<file path="src/rtl/operand_fetch_stage_pkg.sv">
// Shared widths, payload type and scoreboard arithmetic for the operand-fetch stage.
// The OPERAND_BYPASS_EN macro (see operand_fetch_stage.sv) enables writeback-to-operand bypass.
package operand_fetch_stage_pkg;

  localparam int unsigned DATA_W   = 32;
  localparam int unsigned ADDR_W   = 5;
  localparam int unsigned CNT_W    = 2;
  localparam int unsigned NUM_REGS = 1 << ADDR_W;

  localparam logic [ADDR_W-1:0] REG_ZERO = '0;
  localparam logic [CNT_W-1:0]  CNT_MAX  = '1;

  typedef struct packed {
    logic [DATA_W-1:0] op_a;
    logic [DATA_W-1:0] op_b;
    logic [DATA_W-1:0] imm;
    logic [ADDR_W-1:0] addr_d;
    logic              we;
  } fetch_payload_t;

  function automatic logic is_tracked(input logic [ADDR_W-1:0] r);
    return r != REG_ZERO;
  endfunction

  // Net counter update: +inc, -dec_a, -dec_b, clamped to [0, CNT_MAX].
  function automatic logic [CNT_W-1:0] next_cnt(input logic [CNT_W-1:0] cur,
                                                input logic inc,
                                                input logic dec_a,
                                                input logic dec_b);
    logic [CNT_W:0] up;
    logic [CNT_W:0] down;
    up   = {1'b0, cur} + (CNT_W+1)'(inc);
    down = (CNT_W+1)'(dec_a) + (CNT_W+1)'(dec_b);
    if (down >= up)
      return '0;
    else if ((up - down) > {1'b0, CNT_MAX})
      return CNT_MAX;
    else
      return CNT_W'(up - down);
  endfunction

endpackage

</file>
<file path="src/rtl/operand_fetch_stage_reg_scoreboard.sv">
// Per-register in-flight write counters with one increment and two decrement ports.
module operand_fetch_stage_reg_scoreboard
  import operand_fetch_stage_pkg::*;
(
  input  logic              clk,
  input  logic              reset,
  input  logic              inc_i,
  input  logic [ADDR_W-1:0] inc_addr_i,
  input  logic              dec_a_i,
  input  logic [ADDR_W-1:0] dec_a_addr_i,
  input  logic              dec_b_i,
  input  logic [ADDR_W-1:0] dec_b_addr_i,
  input  logic [ADDR_W-1:0] q_addr_a_i,
  input  logic [ADDR_W-1:0] q_addr_b_i,
  input  logic [ADDR_W-1:0] q_addr_d_i,
  output logic [CNT_W-1:0]  cnt_a_c,
  output logic [CNT_W-1:0]  cnt_b_c,
  output logic [CNT_W-1:0]  cnt_d_c
);

  logic [CNT_W-1:0] cnt_q [NUM_REGS];
  logic [CNT_W-1:0] cnt_d [NUM_REGS];

  // r0 is never tracked, so its counter is pinned at zero.
  always_comb begin
    for (int i = 0; i < NUM_REGS; i++) begin
      cnt_d[i] = '0;
      if (i != 0) begin
        cnt_d[i] = next_cnt(cnt_q[i],
                            inc_i   && (inc_addr_i   == ADDR_W'(i)),
                            dec_a_i && (dec_a_addr_i == ADDR_W'(i)),
                            dec_b_i && (dec_b_addr_i == ADDR_W'(i)));
      end
    end
  end

  always_ff @(posedge clk or posedge reset) begin
    if (reset) begin
      for (int i = 0; i < NUM_REGS; i++) cnt_q[i] <= '0;
    end else begin
      for (int i = 0; i < NUM_REGS; i++) cnt_q[i] <= cnt_d[i];
    end
  end

  assign cnt_a_c = cnt_q[q_addr_a_i];
  assign cnt_b_c = cnt_q[q_addr_b_i];
  assign cnt_d_c = cnt_q[q_addr_d_i];

endmodule

</file>
<file path="src/rtl/operand_fetch_stage.sv">
// One-entry operand-fetch stage with RAW scoreboard stalling and flush.
// Define OPERAND_BYPASS_EN to forward same-cycle writeback data into the operands.
module operand_fetch_stage
  import operand_fetch_stage_pkg::*;
(
  input  logic              clk,
  input  logic              reset,
  input  logic              in_valid,
  output logic              in_ready,
  input  logic [ADDR_W-1:0] in_addr_a,
  input  logic [ADDR_W-1:0] in_addr_b,
  input  logic [ADDR_W-1:0] in_addr_d,
  input  logic              in_we,
  input  logic [DATA_W-1:0] in_imm,
  output logic [ADDR_W-1:0] rf_addr_a,
  output logic [ADDR_W-1:0] rf_addr_b,
  input  logic [DATA_W-1:0] rf_a,
  input  logic [DATA_W-1:0] rf_b,
  input  logic              wb_write,
  input  logic [ADDR_W-1:0] wb_addr,
  input  logic [DATA_W-1:0] wb_data,
  input  logic              flush,
  output logic              out_valid,
  input  logic              out_ready,
  output logic [DATA_W-1:0] out_op_a,
  output logic [DATA_W-1:0] out_op_b,
  output logic [DATA_W-1:0] out_imm,
  output logic [ADDR_W-1:0] out_addr_d,
  output logic              out_we
);

  logic           out_valid_q, out_valid_d;
  fetch_payload_t pay_q, pay_d;

  logic [CNT_W-1:0] cnt_a, cnt_b, cnt_dst;
  logic             byp_a, byp_b;
  logic             haz_a, haz_b, sat_d, hazard_free;
  logic             capture, sb_inc, sb_dec_wb, sb_dec_flush;
  logic [DATA_W-1:0] op_a, op_b;

  assign rf_addr_a = in_addr_a;
  assign rf_addr_b = in_addr_b;

`ifdef OPERAND_BYPASS_EN
  // A single outstanding write retiring this cycle is satisfied by the writeback bus.
  assign byp_a = wb_write && (wb_addr == in_addr_a);
  assign byp_b = wb_write && (wb_addr == in_addr_b);
  assign haz_a = is_tracked(in_addr_a) && (cnt_a != '0) && !((cnt_a == CNT_W'(1)) && byp_a);
  assign haz_b = is_tracked(in_addr_b) && (cnt_b != '0) && !((cnt_b == CNT_W'(1)) && byp_b);
`else
  logic unused_wb_data;
  assign unused_wb_data = ^wb_data;
  assign byp_a = 1'b0;
  assign byp_b = 1'b0;
  assign haz_a = is_tracked(in_addr_a) && (cnt_a != '0);
  assign haz_b = is_tracked(in_addr_b) && (cnt_b != '0);
`endif

  assign sat_d       = in_we && is_tracked(in_addr_d) && (cnt_dst == CNT_MAX);
  assign hazard_free = !haz_a && !haz_b && !sat_d;
  assign in_ready    = hazard_free && (!out_valid_q || out_ready) && !flush;
  assign capture     = in_valid && in_ready;

  assign op_a = !is_tracked(in_addr_a) ? '0 : (byp_a ? wb_data : rf_a);
  assign op_b = !is_tracked(in_addr_b) ? '0 : (byp_b ? wb_data : rf_b);

  assign sb_inc       = capture && in_we && is_tracked(in_addr_d);
  assign sb_dec_wb    = wb_write && is_tracked(wb_addr);
  assign sb_dec_flush = flush && out_valid_q && pay_q.we && is_tracked(pay_q.addr_d);

  operand_fetch_stage_reg_scoreboard u_sb (
    .clk          (clk),
    .reset        (reset),
    .inc_i        (sb_inc),
    .inc_addr_i   (in_addr_d),
    .dec_a_i      (sb_dec_wb),
    .dec_a_addr_i (wb_addr),
    .dec_b_i      (sb_dec_flush),
    .dec_b_addr_i (pay_q.addr_d),
    .q_addr_a_i   (in_addr_a),
    .q_addr_b_i   (in_addr_b),
    .q_addr_d_i   (in_addr_d),
    .cnt_a_c      (cnt_a),
    .cnt_b_c      (cnt_b),
    .cnt_d_c      (cnt_dst)
  );

  // Flush wins; otherwise capture refills, or a consumed entry empties.
  always_comb begin
    out_valid_d = out_valid_q;
    pay_d       = pay_q;
    if (flush) begin
      out_valid_d = 1'b0;
    end else if (capture) begin
      out_valid_d  = 1'b1;
      pay_d.op_a   = op_a;
      pay_d.op_b   = op_b;
      pay_d.imm    = in_imm;
      pay_d.addr_d = in_addr_d;
      pay_d.we     = in_we;
    end else if (out_ready) begin
      out_valid_d = 1'b0;
    end
  end

  always_ff @(posedge clk or posedge reset) begin
    if (reset) begin
      out_valid_q <= 1'b0;
      pay_q       <= '0;
    end else begin
      out_valid_q <= out_valid_d;
      pay_q       <= pay_d;
    end
  end

  assign out_valid  = out_valid_q;
  assign out_op_a   = pay_q.op_a;
  assign out_op_b   = pay_q.op_b;
  assign out_imm    = pay_q.imm;
  assign out_addr_d = pay_q.addr_d;
  assign out_we     = pay_q.we;

endmodule
</file>
<file path="config.mk">
export PLATFORM = sky130hd
export DESIGN_NAME = operand_fetch_stage
export DESIGN_NICKNAME = d
export VERILOG_FILES = /design/src/rtl/operand_fetch_stage_pkg.sv /design/src/rtl/operand_fetch_stage_reg_scoreboard.sv /design/src/rtl/operand_fetch_stage.sv
export SDC_FILE = /design/constraint.sdc
export NUM_CORES = 1
export LEC_CHECK = 0
export BUFFER_PORTS_ARGS = -buffer_cell sky130_fd_sc_hd__buf_2
export CAP_MARGIN = 40
export CORE_MARGIN = 2
export CORE_UTILIZATION = 56
export DETAILED_ROUTE_END_ITERATION = 6
export PLACE_DENSITY = 0.92
export SLEW_MARGIN = 20
export SYNTH_ARGS = -nofsm -noshare
export SYNTH_HDL_FRONTEND = slang
export SYNTH_SLANG_ARGS = --single-unit
</file>
<file path="constraint.sdc">
create_clock -name clk -period 6.4 [get_ports clk]
set_input_delay 0.64 -clock clk [delete_from_list [all_inputs] [get_ports clk]]
set_output_delay 0.64 -clock clk [all_outputs]
set_load 0.02 [all_outputs]
</file>
==> impl_results.md <==
* Number of filler cells placed in the layout at 1652
* Vias at 10600
* Overall routing resource usage at 0.303
* RD Place Congestion at 1.00
* Vias in the first global route at 10800
* Residual DRC count at 2
* WL per Instance at 19.4 um
* CP endpoint: u_sb.cnt_q[9]
* Final hold vios at 0
* Syn_area_per_cell at roughly 9.5 um2
* Crit Path Category: primary input to flop
* Reg-to-reg endpoint: u_sb.cnt_q[12]
* Max Slew Vio Count at 0
* Final min period at 4720 ps
* Final instance area at 14300 um2
* TritonCTS Sinks at 165
* Async SR Flop Fraction at 1.00
* Worst EP required at 6710 ps
* CP Launch Point: in_addr_b[1]
* Final nets at roughly 1800
* Synth Cell Area at 12400 um2
* Die width at 153 um
* Outcome: finished with violations
* Worst skew pair latency at between 400 and 500 ps
* Slew @ Worst Pin at about 700 ps
* Routed wire length at 35.2 mm
* TNS Setup at 0 ps
* Detailed Routing Iterations Pass 1 at 7
* Fmax at roughly 210 MHz
* Share of cells above drive strength 1 at 0.197
* Area leader, netlist: dfrtp_1
* YS warnings at 0
* Initial DRC count at 1037
* Vias per Instance at a little under 6
* DP HPWL at between 20 and 30 mm
* Area grow syn2layout at 15.9%
* Crit end category: flop
* Row count at 54
* CP Max Fanout at 39
* Syn Nets at 1637
* First-pass GRT wire length at approximately 56 mm
* Worst r2r path cells at 15
* Yosys top cell area share at 0.334
* Synth Register Bits at about 170
* Leakage at between 7 and 8 nW
* Initial antenna violation count at 10
* Synthesized instance count at about 1300
* CTS tree: done
* Register Area at 4130 um2
* Maxcap violations at 0
* Largest net degree at the start of global routing at 67
* Num CTS Buffers at 17
* Failing checks: design-rule violations
* Distinct cells, synth at 57
* WHS at 232 ps
* CP arrival at 5030 ps
* Top_reg_cell synth: dfrtp_1
* PortBufs at ~240
* Ports at between 200 and 300
* Skew final at 17.6 ps
* Multi-input combinational cell area at 7150 um2
* Die Span Y at 153 um
* Die ar. at 23300 um2
* Final period util at 0.738
* DP Area at 13600 um2
* Core Area at approximately 22000 um2
* Reg2reg setup slack at 1940 ps
* Postcts setup bufs at 0
* Top post-synthesis cells by area: dfrtp_1 33%, ha_1 13%, fa_1 10%
* Starting Density at 0.569
* Sequential area share after synthesis at 0.334
* Relative slew margins at 0.537
* Pwr per Cell Area at 246 nW/um2
* Startpoint types: primary input
* RSZ-0062 raised after global routing: false
* RR Startpoint: u_sb.cnt_q[6]
* Clock Root Buffer: clkbuf_16
* Setup violators final at 0
* Antenna-violating nets left at 0
* Gr ovfl total at 0
* Max clock buf depth at 2
* Max VDD drop at 0.173 mV
* CTS clk-pin slew, worst paths at approximately 80 ps
* Post-CTS Hold Fix Bufs at 0
* Post-synth EDFFs at 0
* H-tree level count at 4
* Hold/Removal Path Class: primary input to async pin
* Post-CTS Resized at 0
cell usage in the layout, fill, tap and decap left out, drive strengths merged, types with 2 or more instances in the layout:
cell     instances
mux2i           74
nand4            2
a311o            2
nand3           13
o41ai            2
or2              2
buf            246
fa              62
nand2          158
xnor2           31
nor2           110
dfrtp          165
o311ai           2
nand3b           8
mux2            39
nor4            25
clkinv           6
inv            201
mux4             6
nor3b            5
a2111oi          3
ha             124
clkbuf          17
nand2b          10
diode           12
nor3            43
nor2b            5
o22ai            4
or3              2
o21ai            9
o31ai           32
a22oi            2
nand4b           5
a211oi          12
a21oi           73
per-stage QoR:
| step | power [W] | worst slack (ps) | instances | utilization |
|---|---|---|---|---|
| 2_1_floorplan | 0.00202 | 1300 | 1296 | - |
| 3_3_place_gp | 0.00237 | 1360 | 1762 | 0.624 |
| 3_5_place_dp | 0.00243 | 1330 | 1765 | 0.627 |
| 4_1_cts | 0.00352 | 1730 | 1797 | 0.656 |
| 5_1_grt | 0.00368 | 1360 | 1809 | 0.659 |
| 6_report | 0.00352 | 1680 | 1811 | 0.659 |
kinds of logic after synthesis:
group / share of synthesized area
AND/OR/NAND/NOR: 0.145
XOR/XNOR: 0.0219
buffers and inverters: 0.0885
flip-flops: 0.334
adder cells (fa/ha/maj): 0.226
AO/OA/AOI/OAI: 0.0787
multiplexers: 0.106
per-layer routing:
layer	GRT usage	up-vias	wire [um]	part of all wire
met2	0.508	572	17400	0.49
met3	0.0634	114	3100	0.088
met4	0.144	0	1520	0.043
met1	0.374	5083	13200	0.38
li1	-	4787	-	-
met5	0	-	0	0
critical path, cell delays in order:
cell and delay [ps]:
buf_2 490, nor3_1 130, a2111oi_0 440, o41ai_1 200, a21boi_0 370, nor3b_1 110
nand4b_1 130, buf_4 390, buf_4 620, nor3_2 120, ha_1 230, ha_1 290
inv_1 60, fa_1 430, xnor2_1 240, a21oi_1 100
layout make-up:
type / instances / area share
Multi-Input combinational cell: 882 / 0.499
Sequential cell: 165 / 0.288
Timing Repair Buffer: 246 / 0.0916
Inverter: 194 / 0.0511
Clock buffer: 17 / 0.0297
Tap cell: 280 / 0.0244
Clock inverter: 15 / 0.0142
Antenna cell: 12 / 0.00209
registers in the layout, indices dropped and copies added (netlist names):
name,cells
out_we,1
out_addr_d,5
out_op_a,32
out_op_b,32
out_valid,1
u_sb.cnt_q,62
out_imm,32
Yosys cell counts, types with 2 or more instances:
library cell and n:
or3_1 2, nand3b_1 8, mux2_1 38, fa_1 62, nor4_1 25, o22ai_1 4, nor2b_1 5, nor3_1 34
or2_2 2, nand2b_1 10, ha_1 124, o31ai_1 32, o21ai_0 6, nand3_1 13, nand4b_1 5, nand2_1 158
nor2_1 110, nor3_2 9, nor3b_1 5, a311o_1 2, mux4_2 5, buf_2 13, a211oi_1 12, buf_4 16
mux2i_1 74, xnor2_1 31, a22oi_1 2, a2111oi_0 3, o21ai_1 3, inv_1 194, nand4_1 2, o311ai_0 2
clkbuf_1 14, o41ai_1 2, a21oi_1 73, dfrtp_1 165, buf_6 11
report_power, final:
part / total, W / internal (W) / switching [W] / leakage, nW
clock: 0.00110 / 0.000572 / 0.000529 / 0.303
combinational: 0.00103 / 0.000350 / 0.000684 / 4.96
sequential: 0.00138 / 0.00126 / 0.000124 / 2.07
total: 0.00352 / 0.00218 / 0.00134 / 7.33
worst min-delay path by stage:
stage | cells after the start | end | start
global placement | 1 | out_imm[5] | out_imm[5]
floorplan | 2 | out_op_a[0] | out_op_a[0]
detailed placement | 1 | out_imm[8] | out_imm[8]
finish | 2 | out_addr_d[4] | reset
CTS | 2 | u_sb.cnt_q[41] | reset
global route | 2 | out_addr_d[4] | reset
(Power assumes the default switching activity.)
